### src/rtl/approx_mult_pkg.sv
// Shared defaults and width helper for the approximate multiplier pipeline.
// Everything here is elaboration-time only.
package approx_mult_pkg;

  localparam int W_DEF      = 8;
  localparam int L_DEF      = 2;
  localparam int STAGES_DEF = 2;
  localparam int CNTW_DEF   = 16;

  function automatic int prod_w(input int w);
    return 2 * w;
  endfunction

endpackage

### src/rtl/approx_mult_if.sv
// Operand/result handshake bundle for approx_mult_pipe.
// The slave side is the multiplier; the master side is the producer/consumer pair.
interface approx_mult_if import approx_mult_pkg::*; #(
  parameter int W    = W_DEF,
  parameter int CNTW = CNTW_DEF
);

  logic                   in_valid;
  logic                   in_ready;
  logic [W-1:0]           x;
  logic [W-1:0]           y;
  logic                   approx_en;
  logic                   out_valid;
  logic                   out_ready;
  logic [prod_w(W)-1:0]   z;
  logic                   z_approx;
  logic [CNTW-1:0]        approx_cnt;

  modport master (
    output in_valid, x, y, approx_en, out_ready,
    input  in_ready, out_valid, z, z_approx, approx_cnt
  );

  modport slave (
    input  in_valid, x, y, approx_en, out_ready,
    output in_ready, out_valid, z, z_approx, approx_cnt
  );

endinterface

### src/rtl/approx_pp_corr.sv
// Combinational correction term for the L dropped low multiplier rows.
// High-weight bits kept exactly, the weight-(W-2) column collapsed to a single OR bit.
module approx_pp_corr import approx_mult_pkg::*; #(
  parameter int  W  = W_DEF,
  parameter int  L  = L_DEF,
  localparam int LW = (L > 0) ? L : 1,
  localparam int PW = prod_w(W)
) (
  input  logic [LW-1:0] x_lo,
  input  logic [W-1:0]  y,
  output logic [PW-1:0] c
);

  logic [PW-1:0] acc;
  logic          or_bit;

  always_comb begin
    acc    = '0;
    or_bit = 1'b0;
    for (int i = 0; i < L; i++) begin
      for (int j = 0; j < W; j++) begin
        if (x_lo[i] && y[j]) begin
          if (i + j >= W - 1) begin
            acc = acc + (PW'(1) << (i + j));
          end else if (i + j == W - 2) begin
            or_bit = 1'b1;
          end
        end
      end
    end
    // The OR of the W-2 column stands in for the carry the dropped columns would produce.
    c = acc + (PW'(or_bit) << (W - 1));
  end

endmodule

### src/rtl/approx_mult_pipe.sv
// Pipelined exact/approximate unsigned multiplier, STAGES cycles latency.
// Global stall when the result is held (out_valid & ~out_ready); in_ready drops only then.
module approx_mult_pipe import approx_mult_pkg::*; #(
  parameter int W      = W_DEF,
  parameter int L      = L_DEF,
  parameter int STAGES = STAGES_DEF,
  parameter int CNTW   = CNTW_DEF
) (
  input  logic         clk,
  input  logic         rst,
  approx_mult_if.slave bus
);

  localparam int PW = prod_w(W);
  localparam int LW = (L > 0) ? L : 1;

  logic              stall;
  logic              in_fire;
  logic              out_fire;
  logic [STAGES-1:0] vld_q;
  logic [PW-1:0]     hi_d;
  logic [PW-1:0]     c_d;
  logic [PW-1:0]     res_z;
  logic              res_approx;
  logic [CNTW-1:0]   cnt_q;

  assign stall    = vld_q[STAGES-1] & ~bus.out_ready;
  assign in_fire  = bus.in_valid & ~stall;
  assign out_fire = vld_q[STAGES-1] & bus.out_ready;

  // Rows L and above multiply exactly; the low rows come back through the correction term.
  assign hi_d = (PW'(bus.y) * PW'(bus.x >> L)) << L;

  approx_pp_corr #(
    .W (W),
    .L (L)
  ) u_corr (
    .x_lo (bus.x[LW-1:0]),
    .y    (bus.y),
    .c    (c_d)
  );

  always_ff @(posedge clk or posedge rst) begin
    if (rst) begin
      vld_q <= '0;
    end else if (!stall) begin
      for (int k = STAGES - 1; k > 0; k--) begin
        vld_q[k] <= vld_q[k-1];
      end
      vld_q[0] <= in_fire;
    end
  end

  generate
    if (STAGES == 1) begin : g_single
      logic [PW-1:0] z_q;
      logic          za_q;

      always_ff @(posedge clk or posedge rst) begin
        if (rst) begin
          z_q  <= '0;
          za_q <= 1'b0;
        end else if (in_fire) begin
          z_q  <= bus.approx_en ? (hi_d + c_d) : (PW'(bus.x) * PW'(bus.y));
          za_q <= bus.approx_en;
        end
      end

      assign res_z      = z_q;
      assign res_approx = za_q;
    end else begin : g_multi
      logic [W-1:0]  x_q;
      logic [W-1:0]  y_q;
      logic          mode_q;
      logic [PW-1:0] hi_q;
      logic [PW-1:0] c_q;
      logic [PW-1:0] sum_d;
      logic [PW-1:0] zp_q [STAGES-1];
      logic          ap_q [STAGES-1];

      always_ff @(posedge clk or posedge rst) begin
        if (rst) begin
          x_q    <= '0;
          y_q    <= '0;
          mode_q <= 1'b0;
          hi_q   <= '0;
          c_q    <= '0;
        end else if (in_fire) begin
          x_q    <= bus.x;
          y_q    <= bus.y;
          mode_q <= bus.approx_en;
          hi_q   <= hi_d;
          c_q    <= c_d;
        end
      end

      assign sum_d = mode_q ? (hi_q + c_q) : (PW'(x_q) * PW'(y_q));

      // Data registers load only behind a valid bit so bubbles leave the held result untouched.
      always_ff @(posedge clk or posedge rst) begin
        if (rst) begin
          for (int k = 0; k < STAGES - 1; k++) begin
            zp_q[k] <= '0;
            ap_q[k] <= 1'b0;
          end
        end else if (!stall) begin
          if (vld_q[0]) begin
            zp_q[0] <= sum_d;
            ap_q[0] <= mode_q;
          end
          for (int k = 1; k < STAGES - 1; k++) begin
            if (vld_q[k]) begin
              zp_q[k] <= zp_q[k-1];
              ap_q[k] <= ap_q[k-1];
            end
          end
        end
      end

      assign res_z      = zp_q[STAGES-2];
      assign res_approx = ap_q[STAGES-2];
    end
  endgenerate

  always_ff @(posedge clk or posedge rst) begin
    if (rst) begin
      cnt_q <= '0;
    end else if (out_fire && res_approx) begin
      cnt_q <= cnt_q + CNTW'(1);
    end
  end

  assign bus.in_ready   = ~stall;
  assign bus.out_valid  = vld_q[STAGES-1];
  assign bus.z          = res_z;
  assign bus.z_approx   = res_approx;
  assign bus.approx_cnt = cnt_q;

endmodule

### src/flat_wrapper.sv
// flat-port wrapper written by rule: the top's interface ports become plain ports
module approx_mult_pipe_flat import approx_mult_pkg::*;
#(
  parameter int W      = W_DEF,
  parameter int L      = L_DEF,
  parameter int STAGES = STAGES_DEF,
  parameter int CNTW   = CNTW_DEF
)
  (clk, rst, bus_in_valid, bus_x, bus_y, bus_approx_en, bus_out_ready, bus_in_ready, bus_out_valid, bus_z, bus_z_approx, bus_approx_cnt);
  approx_mult_if #(.W(W), .CNTW(CNTW)) bus_i ();
  input  logic clk;
  input  logic rst;
  input wire logic [$bits(bus_i.in_valid)-1:0] bus_in_valid;
  input wire logic [$bits(bus_i.x)-1:0] bus_x;
  input wire logic [$bits(bus_i.y)-1:0] bus_y;
  input wire logic [$bits(bus_i.approx_en)-1:0] bus_approx_en;
  input wire logic [$bits(bus_i.out_ready)-1:0] bus_out_ready;
  output wire logic [$bits(bus_i.in_ready)-1:0] bus_in_ready;
  output wire logic [$bits(bus_i.out_valid)-1:0] bus_out_valid;
  output wire logic [$bits(bus_i.z)-1:0] bus_z;
  output wire logic [$bits(bus_i.z_approx)-1:0] bus_z_approx;
  output wire logic [$bits(bus_i.approx_cnt)-1:0] bus_approx_cnt;
  assign bus_i.in_valid = bus_in_valid;
  assign bus_i.x = bus_x;
  assign bus_i.y = bus_y;
  assign bus_i.approx_en = bus_approx_en;
  assign bus_i.out_ready = bus_out_ready;
  assign bus_in_ready = bus_i.in_ready;
  assign bus_out_valid = bus_i.out_valid;
  assign bus_z = bus_i.z;
  assign bus_z_approx = bus_i.z_approx;
  assign bus_approx_cnt = bus_i.approx_cnt;
  approx_mult_pipe #(.W(W), .L(L), .STAGES(STAGES), .CNTW(CNTW)) u_core (.clk(clk), .rst(rst), .bus(bus_i));
endmodule
### config.mk
export PLATFORM = sky130hd
export DESIGN_NAME = approx_mult_pipe_flat
export DESIGN_NICKNAME = d
export VERILOG_FILES = /design/src/rtl/approx_mult_pkg.sv /design/src/rtl/approx_mult_if.sv /design/src/rtl/approx_pp_corr.sv /design/src/rtl/approx_mult_pipe.sv /design/src/flat_wrapper.sv
export SDC_FILE = /design/constraint.sdc
export NUM_CORES = 1
export LEC_CHECK = 0
export BUFFER_PORTS_ARGS = -buffer_cell sky130_fd_sc_hd__clkbuf_2
export CORE_ASPECT_RATIO = 0.7
export CORE_MARGIN = 4
export CORE_UTILIZATION = 40
export CTS_CLUSTER_DIAMETER = 120
export DETAILED_ROUTE_END_ITERATION = 7
export PLACE_DENSITY = 0.55
export SLEW_MARGIN = 20
export SYNTH_ARGS = -nofsm -noshare
export SYNTH_HDL_FRONTEND = slang
export SYNTH_SLANG_ARGS = --single-unit
### constraint.sdc
create_clock -name clk -period 7.3 [get_ports clk]
set_input_delay 0.73 -clock clk [delete_from_list [all_inputs] [get_ports clk]]
set_output_delay 0.73 -clock clk [all_outputs]
set_load 0.1 [all_outputs]
==> results of run 1 <==
-- registers in the layout, summed over array words and instances, names as in the netlist --
signal                 count
u_core.bus.approx_cnt     16
u_core.bus.z              16
u_core.bus.z_approx        1
u_core.g_multi.c_q         4
u_core.g_multi.hi_q       14
u_core.g_multi.mode_q      1
u_core.g_multi.x_q         8
u_core.g_multi.y_q         8
u_core.vld_q               2
-- routing by layer --
| metal | share of wire (%) | wire, um |
|---|---|---|
| met1 | 52 | 8015 |
| met2 | 43 | 6605 |
| met3 | 3.9 | 606 |
| met4 | 0.87 | 134 |
| met5 | 0 | 0 |
-- report_power, final --
| group | total [W] | switching [W] | internal (W) |
|---|---|---|---|
| clock network | 0.000454 | 0.000185 | 0.000269 |
| registers | 0.000624 | 0.000130 | 0.000494 |
| logic | 0.00249 | 0.00158 | 0.000906 |
| total | 0.00356 | 0.00189 | 0.00167 |
-- cells in the final DEF, fill, tap and decap left out, types with 4 or more instances in the layout --
master	n
o21a_1	5
fa_1	63
xor2_1	16
o211ai_1	4
nor3_1	5
nor2_1	21
a211oi_1	6
a21oi_1	23
xnor2_1	22
a31oi_1	8
nand4_1	5
a21o_1	5
o21bai_1	4
inv_1	87
o21ai_0	33
clkbuf_16	9
and2_1	80
nand2b_1	7
nand2_1	86
dfrtp_1	70
clkbuf_2	55
nand3_1	9
mux2_2	26
ha_1	66
-- cell families (layout without fill, tap and decap cells) --
| family | count (synthesis) | count (layout) |
|---|---|---|
| and+or+nand+nor | 220 | 220 |
| muxes | 29 | 29 |
| DFF | 70 | 70 |
| buffers and inverters | 105 | 161 |
| adders and majority gates | 129 | 129 |
| xor gates and xnor gates | 38 | 38 |
| AOI/OAI and AO/OA | 103 | 103 |
-- worst register-to-register path, cell delays in order (launching register included) --
cell and delay (ns):
dfrtp_1 0.55, nand2_1 0.15, fa_1 0.53, fa_1 0.55
inv_1 0.06, fa_1 0.53, inv_1 0.05, fa_1 0.52
inv_1 0.05, ha_1 0.34, o211ai_1 0.11, a21o_1 0.22
a21o_2 0.20, a311oi_1 0.30, a21oi_1 0.09, o21ai_0 0.18
-- worst paths after layout --
kind                                           startpoint                         to  slack, ns  cells past startpoint
worst max-delay path                u_core.g_multi.x_q[0]           u_core.bus.z[11]       2.78                     15
worst max register to register      u_core.g_multi.x_q[0]           u_core.bus.z[11]       2.78                     15
min in group asynchronous                             rst            u_core.bus.z[8]       0.63                      3
max in group asynchronous                             rst      u_core.g_multi.y_q[1]       6.04                      3
worst min register to register  u_core.bus.approx_cnt[15]  u_core.bus.approx_cnt[15]       0.47                      1
worst min-delay path            u_core.bus.approx_cnt[15]  u_core.bus.approx_cnt[15]       0.47                      1
-- final cells by class --
cell class,count,area [um2],area share [%]
Clock buffer,9,225.2,3.019
Sequential cell,70,1752,23.48
Timing Repair Buffer,57,290.3,3.891
Inverter,88,330.3,4.428
Clock inverter,7,81.33,1.090
Tap cell,225,281.5,3.774
Multi-Input combinational cell,519,4499,60.32
-- through the flow --
stage | instance area, um2 | hold WS (ns)
after global routing | 7460 | 0.4826
after detailed placement | 7153 | 0.4633
after CTS | 7460 | 0.4763
after floorplan | 6655 | 0.4496
after global placement | 7153 | 0.4639
final | 7460 | 0.4725
==> results by group, run 1 <==
Status
  – Status: complete, no violations

STA
  – Slew Limit Fails: 0
  – RSZ-0062 raised after global routing: false
  – Fmax: around 220 MHz
  – Worst setup margin: 2.778 ns
  – Actual slew at the worst max-slew pin: 0.9248 ns
  – Final Skew: between 0.01 and 0.015 ns
  – Final hold vios: 0
  – Period utilization: around three fifths
  – Fin crit period: 4.522 ns
  – Slew HR: 38.35%
  – TNS Setup: 0 ns
  – Setup violators final: 0

Floorplan
  – Area of the die: 18800 um2
  – Initial Util: 40.83%
  – Core area: 16300 um2
  – # rows: 39
  – Die width: between 150 and 200 um
  – Die H: 115.9 um
  – Num ports: 56

Global route
  – Initial antenna violation count: 0
  – Busiest layer in global routing: met2
  – Vias in the first global route: 5188
  – Met1 Use GR: 26.68%
  – Gr usage total: 17.70%
  – First-pass GRT wire length: 26390 um
  – Grt ovf: 0
  – Met3 usage: between 3 and 4%
  – Largest net degree at the start of global routing: 71
  – Met2 Use GR: 27.10%

Routing
  – Vias/cell: 5.045
  – First-pass DRT Iterations: 6
  – Vias: about 4900
  – WL final: ~15000 um
  – DRT iter0 DRCs: ~330
  – Wire per inst: about 16 um
  – DRC violation count after routing: 0
  – Routed Antenna Nets: 0

Job
  – Max-cap check violation count: 0

Yosys
  – Synth top area cells: dfrtp_1 26%, fa_1 19%, ha_1 12%
  – Main flop type after synthesis: dfrtp_1
  – EDFF count, synth: 0
  – Xor/xnor share of the synthesized area: 5.001%
  – Mean Syn Cell Area: 9.590 um2
  – Most frequent cell after synthesis: inv_1
  – Mapped cell area: 6655 um2
  – Share of the yosys chip area belonging to registers: 26.32%
  – Post-synthesis compound-gate area fraction: 9.927%
  – Synth area leader: dfrtp_1
  – Cell variety after synth: 44
  – Synthesized flop and latch total: 70
  – Simple-gate area share of the yosys netlist: 16.47%
  – Largest family of logic cells by synthesized area: adder cells
  – Ys async rst share: 100.0%
  – Syn Inst Count: between 600 and 700
  – Synth top cells by count: 88 x inv_1, 86 x nand2_1, 80 x and2_1
  – Mux share of post-synthesis cell area: 4.851%
  – Mapped Nets: 844
  – Post-synthesis adder-cell area fraction: a little under a third
  – Yosys warns: 0
  – Top-area cell type share of the netlist area: 26.32%

Layout
  – Final Util: 45.77%
  – Nets@finish: 895
  – Final Non-Filler Cells: 975
  – Layout cells sized above 1: between 10% and 20%
  – Area grow syn2layout: 12.09%
  – # diodes: 0
  – Fillcell total: 1633

CTS
  – CTS Root Cell: clkbuf_16
  – TritonCTS buffer count: 9
  – Post-CTS Hold Buffers: 0
  – H-tree depth: 3
  – Clock sink total: 70
  – Post CTS Setup Buffer Count: 0
  – CTS clk-pin slew, worst paths: 0.06 ns
  – Longest Clk Path Bufs: 2
  – CTS tree: yes
  – Clock Latency Late Sink: 0.34 ns
  – Post-CTS sizing: 0

Critical path
  – Critical path class: reg2reg
  – Most frequent CP cell: fa_1
  – Worst Path Buf+Inv: 3
  – Max incr delay on CP: 0.55 ns
  – Crit-path slowest cell: dfrtp_1
  – Worst setup EP type: register
  – CP arrival: 4.77 ns
  – Worst EP required: 7.55 ns
  – CP delay by family, top: adder cells
  – Crit-path max FO: 9
  – Cell chain of the critical path: nand2_1 -> fa_1 -> fa_1 -> inv_1 -> fa_1 -> inv_1 -> fa_1 -> inv_1 -> ha_1 -> o211ai_1 -> a21o_1 -> a21o_2 -> a311oi_1 -> a21oi_1 -> o21ai_0
  – CP Launch Type: register

Placement
  – Placed wire-length estimate: 12160 um
  – GPL Wtd Cong: 0.9052
  – I/O Buffers: 55
  – Post-Place Worst Slack: approximately 2.7 ns
  – Placed Cells: about 960

Pwr
  – Lkg Pwr: 3.684 nW
  – PD cells: 477.6 nW/um2
  – Pwr Total: approximately 0.0036 W
  – Max rail drop VDD: ~340 uV

Hold path
  – Worst hold path type: reg2reg
Note: power is estimated with default switching activity, not from simulation.
==> run 2: changes to the inputs <==
ABC_AREA = 1   (was unset)
clock period = 4.2 ns   (was 7.3 ns; I/O delays follow)
==> run 2 against run 1 <==
Combinational power is 28% higher. Cell count rose by 28%. Synthesized cell count increased by 39%. Non-clock buffer count up 21. Register-to-register slack lost 2.6 ns.
==> results by group, run 2 <==
Yosys
  – Post-synthesis adder-cell area fraction: about 30%
  – Synth top area cells: dfrtp_1 25%, fa_1 18%, nand2_1 15%
  – Syn Inst Count: slightly below 1000
  – Xor/xnor share of the synthesized area: 2.313%
  – Main flop type after synthesis: dfrtp_1
  – Mapped Nets: 1112
  – Mapped cell area: 7142 um2
  – Most frequent cell after synthesis: nand2_1
  – Synthesized flop and latch total: 70
  – Simple-gate area share of the yosys netlist: 24.23%
  – Top-area cell type share of the netlist area: 24.53%
  – Post-synthesis compound-gate area fraction: 5.641%
  – Ys async rst share: 100.0%
  – Mean Syn Cell Area: between 7 and 8 um2
  – Share of the yosys chip area belonging to registers: between 20 and 25%
  – Largest family of logic cells by synthesized area: adder cells
  – Synth top cells by count: 288 x nand2_1, 227 x inv_1, 70 x dfrtp_1
  – Cell variety after synth: 37
  – EDFF count, synth: 0
  – Yosys warns: 0
  – Mux share of post-synthesis cell area: less than 1%
  – Synth area leader: dfrtp_1

Critical path
  – CP arrival: 4.23 ns
  – Crit-path max FO: 5
  – CP Launch Type: register
  – Worst EP required: 4.42 ns
  – Critical path class: reg2reg
  – Worst setup EP type: register

CTS
  – CTS Root Cell: clkbuf_16
  – TritonCTS buffer count: 9
  – Longest Clk Path Bufs: 2
  – CTS tree: yes
  – H-tree depth: 3
  – Clock sink total: 70
  – Clock Latency Late Sink: 0.34 ns
  – CTS clk-pin slew, worst paths: 0.07 ns

Routing
  – DRC violation count after routing: 0
  – WL final: between 15000 and 20000 um
  – First-pass DRT Iterations: 5
  – Routed Antenna Nets: 0
  – DRT iter0 DRCs: 328
  – Vias: a little under 6000
  – Wire per inst: approximately 14 um
  – Vias/cell: 4.649

Placement
  – Placed wire-length estimate: about 14000 um
  – I/O Buffers: 55
  – GPL Wtd Cong: 0.8586

Pwr
  – Comb pwr share: a little over three fifths
  – Sequential Power Share: 20.3%
  – Pwr Total: 0.005071 W
  – Max rail drop VDD: 615.4 uV
  – Switching pwr: 0.002697 W
  – Clk pwr share: 16.7%
  – Switching share of power: 53.18%
  – Internal: 0.002374 W
  – PD cells: about 620 nW/um2
  – Lkg Pwr: 4.906 nW

STA
  – Slew Limit Fails: 0
  – Period utilization: a little over nine tenths
  – Fmax: 249.4 MHz
  – Min Hold Slack: approximately 0.25 ns
  – Slew HR: 39.84%
  – TNS Setup: 0 ns
  – Final hold vios: 0
  – Setup violators final: 0
  – Actual slew at the worst max-slew pin: 0.9014 ns
  – Final Skew: approximately 0.011 ns
  – Fin crit period: 4.010 ns
  – RSZ-0062 raised after global routing: true

Global route
  – First-pass GRT wire length: around 29000 um
  – Largest net degree at the start of global routing: 43
  – Vias in the first global route: ~5600
  – Met2 Use GR: 23.97%
  – Busiest layer in global routing: met1
  – Met1 Use GR: 30.07%
  – Initial antenna violation count: 0
  – Grt ovf: 0
  – Met3 usage: roughly 2.7%
  – Gr usage total: about 18%

Layout
  – Nets@finish: 1166
  – Layout cells sized above 1: 12.63%
  – Commonest non-fill, non-tap cell in the layout: nand2_1
  – # diodes: 0
  – Area grow syn2layout: 14.02%
  – Most frequent cells in the layout: 282 x nand2_1, 226 x inv_1, 63 x ha_1, 63 x dfrtp_1, 62 x fa_1

Floorplan
  – # rows: 40
  – Area of the die: 20090 um2
  – Die H: ~120 um
  – Num ports: 56
  – Initial Util: 41.24%
  – Die width: 167.7 um
  – Core area: approximately 17000 um2

Hold path
  – Worst hold path type: in2async

Status
  – Status: complete, no violations

Job
  – Max-cap check violation count: 0
-- run 2: cell count changes in the layout (fill, tap and decap cells not counted), moves of 8 or more --
cell,delta
buf_4,+20
nand4_1,+8
and2_1,-80
nand3_1,+43
inv_1,+139
nor2_1,+14
xnor2_1,-13
nand2_1,+196
mux2_2,-25
xor2_1,-8
-- run 2: power by group through the flow --
stage          combinational (W)  sequential (W)  clock, W
2_1_floorplan            0.00169         0.00165         0
3_3_place_gp             0.00300         0.00103         0
3_5_place_dp             0.00299         0.00104         0
4_1_cts                  0.00302         0.00103  0.000866
5_1_grt                  0.00358         0.00106  0.000899
6_report                 0.00319         0.00103  0.000849
-- run 2: metal layers --
layer	wire length (um)	up-vias
li1	-	3001
met1	9879	2682
met2	6502	129
met3	872	9
met4	133	0
met5	0	-
-- run 2: final cells by class --
type                    instances  area, um2
multi-input cells             630       4466
clock buffers                   9      225.2
flip-flops and latches         70       1760
inverters                     227      852.1
fillers                      1765       9174
well taps                     231      289.0
clock inverters                 7      105.1
repair buffers                 78      445.4
-- run 2: kinds of logic (layout without fill, tap and decap cells) --
group	count (synthesis)	count (layout)
and+or+nand+nor	409	409
AOI/OAI and AO/OA	73	73
adders and majority gates	129	129
DFF	70	70
buffers and inverters	262	321
xor gates and xnor gates	18	18
muxes	1	1
-- run 2: what timing repair did --
action | in CTS | in global routing
hold buffers | 0 | 0
hold endpoints to repair | 0 | 0
gates resized for setup | 0 | 22
endpoints found under the setup margin | 0 | 8
buffers inserted | 0 | 8
-- run 2: worst max-delay path: stages (launching register included) --
cell	delay [ns]
dfrtp_1	0.43
nand2_1	0.09
inv_1	0.05
fa_1	0.52
fa_1	0.53
fa_1	0.56
inv_1	0.06
fa_1	0.52
inv_1	0.06
ha_4	0.29
nand2_1	0.10
nor3_1	0.21
nand3_1	0.13
nand3_1	0.11
nand2_1	0.05
nand3_1	0.10
a21oi_1	0.08
-- run 2: metrics by stage --
step / std cells / util, % / setup WS (ns) / cell area, um2
floorplan: 962 / - / 0.1925 / 7142
global placement: 1228 / 44.34 / 0.06504 / 7677
detailed placement: 1228 / 44.34 / 0.05437 / 7677
CTS: 1244 / 46.24 / 0.03940 / 8008
global route: 1252 / 47.02 / -0.02362 / 8143
finish: 1252 / 47.02 / 0.1896 / 8143
-- run 2: path summary, 6_finish.rpt --
check / startpoint / endpoint / slack, ns / cells after the start
max: u_core.g_multi.y_q[7] / u_core.bus.z[13] / 0.19 / 16
min reg2reg: u_core.vld_q[0] / u_core.vld_q[1] / 0.47 / 2
min: rst / u_core.bus.approx_cnt[13] / 0.25 / 2
max reg2reg: u_core.g_multi.y_q[7] / u_core.bus.z[13] / 0.19 / 16
max in group asynchronous: rst / u_core.g_multi.y_q[4] / 3.02 / 3
min in group clk: bus_approx_en / u_core.g_multi.mode_q / 0.35 / 3
==> run 3: changes to the inputs <==
ABC_AREA = unset   (was 1)
==> run 3 against run 2 <==
Flip-flop and latch count is the same. Cell count down 19%. Count of clock-buffer cells in the layout is 1 higher. Fmax down 3.9%. Largest cell class unchanged. Wire length fell by 8.4%. First-iteration DRC count shrank 18%. Critical path depth down 1. Clock skew down 0.0044 ns. Setup slack got worse by 0.16 ns. Critical path type unchanged. Via count shrank 13%.
==> results by group, run 3 (synthesis gave the netlist of run 1 again) <==
CTS
  – CTS clk-pin slew, worst paths: 0.06 ns
  – Longest Clk Path Bufs: 2
  – TritonCTS buffer count: 9
  – CTS tree: yes
  – CTS Root Cell: clkbuf_16
  – Clock sink total: 70
  – Clock Latency Late Sink: 0.33 ns
  – H-tree depth: 3

STA
  – Fmax: 239.6 MHz
  – Min Hold Slack: 0.2612 ns
  – Period utilization: 99.39%
  – Actual slew at the worst max-slew pin: 0.9279 ns
  – Final Skew: 0.006402 ns
  – Slew HR: between 30% and 40%
  – RSZ-0062 raised after global routing: true
  – Setup violators final: 0
  – Slew Limit Fails: 0
  – Final hold vios: 0
  – Fin crit period: 4.174 ns

Placement
  – I/O Buffers: 55
  – Placed wire-length estimate: 12760 um
  – Area after DPL: 7386 um2
  – GPL Wtd Cong: between 0.8 and 0.9

Floorplan
  – Die H: 115.9 um
  – Area of the die: 18800 um2
  – # rows: 39
  – Initial Util: between 40% and 50%
  – Die width: 162.2 um
  – Num ports: 56
  – Core area: 16300 um2

Routing
  – WL final: ~16000 um
  – DRC violation count after routing: 0
  – DRT iter0 DRCs: 270
  – Wire per inst: roughly 16 um
  – Routed Antenna Nets: 0
  – Vias/cell: about 5
  – First-pass DRT Iterations: 5
  – Vias: around 5100

Layout
  – Nets@finish: 936
  – Most frequent cells in the layout: 84 x nand2_1, 83 x inv_1, 72 x and2_1, 65 x dfrtp_1, 61 x ha_1
  – Final Util: 48.83%
  – Final cell area excluding filler cells: 7958 um2
  – Area grow syn2layout: 19.57%
  – Layout cells sized above 1: 23.26%
  – # diodes: 0
  – Fillcell total: 1570
  – Commonest non-fill, non-tap cell in the layout: nand2_1

Critical path
  – Crit-path max FO: 5
  – CP Launch Type: register
  – Worst EP required: 4.44 ns
  – CP arrival: 4.41 ns
  – Worst setup EP type: register
  – Critical path class: reg2reg
  – Worst-case reg-to-reg path depth: 15

Global route
  – Largest net degree at the start of global routing: 43
  – Vias in the first global route: between 5000 and 6000
  – Initial antenna violation count: 0
  – Gr usage total: 18.20%
  – Grt ovf: 0
  – First-pass GRT wire length: between 20000 and 30000 um

Job
  – Max-cap check violation count: 0

Hold path
  – Worst hold path type: in2async

Status
  – Status: complete, no violations
-- run 3: cell count changes in the layout (fill, tap and decap cells not counted), sizes merged, moves of 8 or more --
cell and change:
xnor2 +13, mux2 +25, and2 +80, nor2 -20, nand2 -204, buf +21
nand3 -45, inv -141, nand4 -8
-- run 3: repair_timing --
| item | CTS | global route |
|---|---|---|
| buffers inserted | 7 | 3 |
| resized for setup | 26 | 16 |
| hold buffers | 0 | 0 |
| pin swaps | 27 | 11 |
| endpoints found under the setup margin | 8 | 8 |
-- run 3: routing by layer --
metal	vias up	track usage (%)	routed length (um)	part of all wire, %
li1	2454	-	-	-
met3	8	2.417	673	4.2
met4	0	2.986	103	0.65
met2	88	30.08	7271	46
met5	-	0	0	0
met1	2517	26.29	7882	49
-- run 3: worst max-delay path: stages, from the launching register on --
cell and delay (ns):
dfrtp_2 0.45, buf_6 0.14, and2_4 0.15, fa_2 0.38, fa_1 0.47, fa_1 0.55, inv_1 0.05, fa_1 0.49
inv_2 0.05, ha_4 0.26, o211ai_1 0.09, a21o_1 0.22, a311oi_4 0.33, o211ai_1 0.14, o41a_2 0.14, o31ai_2 0.17
-- run 3: final cells by class --
cell class                      instances  area [um2]  area share (%)
Inverter                               88       330.3           4.151
Tap cell                              225       281.5           3.538
Sequential cell                        70        1758           22.09
Clock buffer                           10       239.0           3.003
Multi-Input combinational cell        519        4642           58.33
Clock inverter                          6       93.84           1.179
Timing Repair Buffer                   98       613.1           7.704
-- run 3: worst paths after layout --
path / start / endpoint / slack [ns]
setup / recovery: u_core.g_multi.x_q[4] / u_core.bus.z[13] / 0.03
hold reg to reg: u_core.bus.z[4] / u_core.bus.z[4] / 0.48
max in group asynchronous: rst / u_core.vld_q[1] / 2.99
hold / removal: rst / u_core.bus.z[8] / 0.26
setup reg to reg: u_core.g_multi.x_q[4] / u_core.bus.z[13] / 0.03
min in group clk: bus_approx_en / u_core.g_multi.mode_q / 0.32
-- run 3: through the flow --
step           worst slack (ns)    TNS, ns  std cells
6_report                0.02555          0       1016
5_1_grt                 -0.2232    -0.7908       1016
4_1_cts               -0.001940  -0.001940       1013
3_5_place_dp            -0.1100    -0.5615        990
3_3_place_gp           -0.06277    -0.2179        990
2_1_floorplan           0.05373          0        694
Power of run 3 is not shown: default switching activity piles up to over one toggle a cycle in this logic, so the estimate is an artifact.
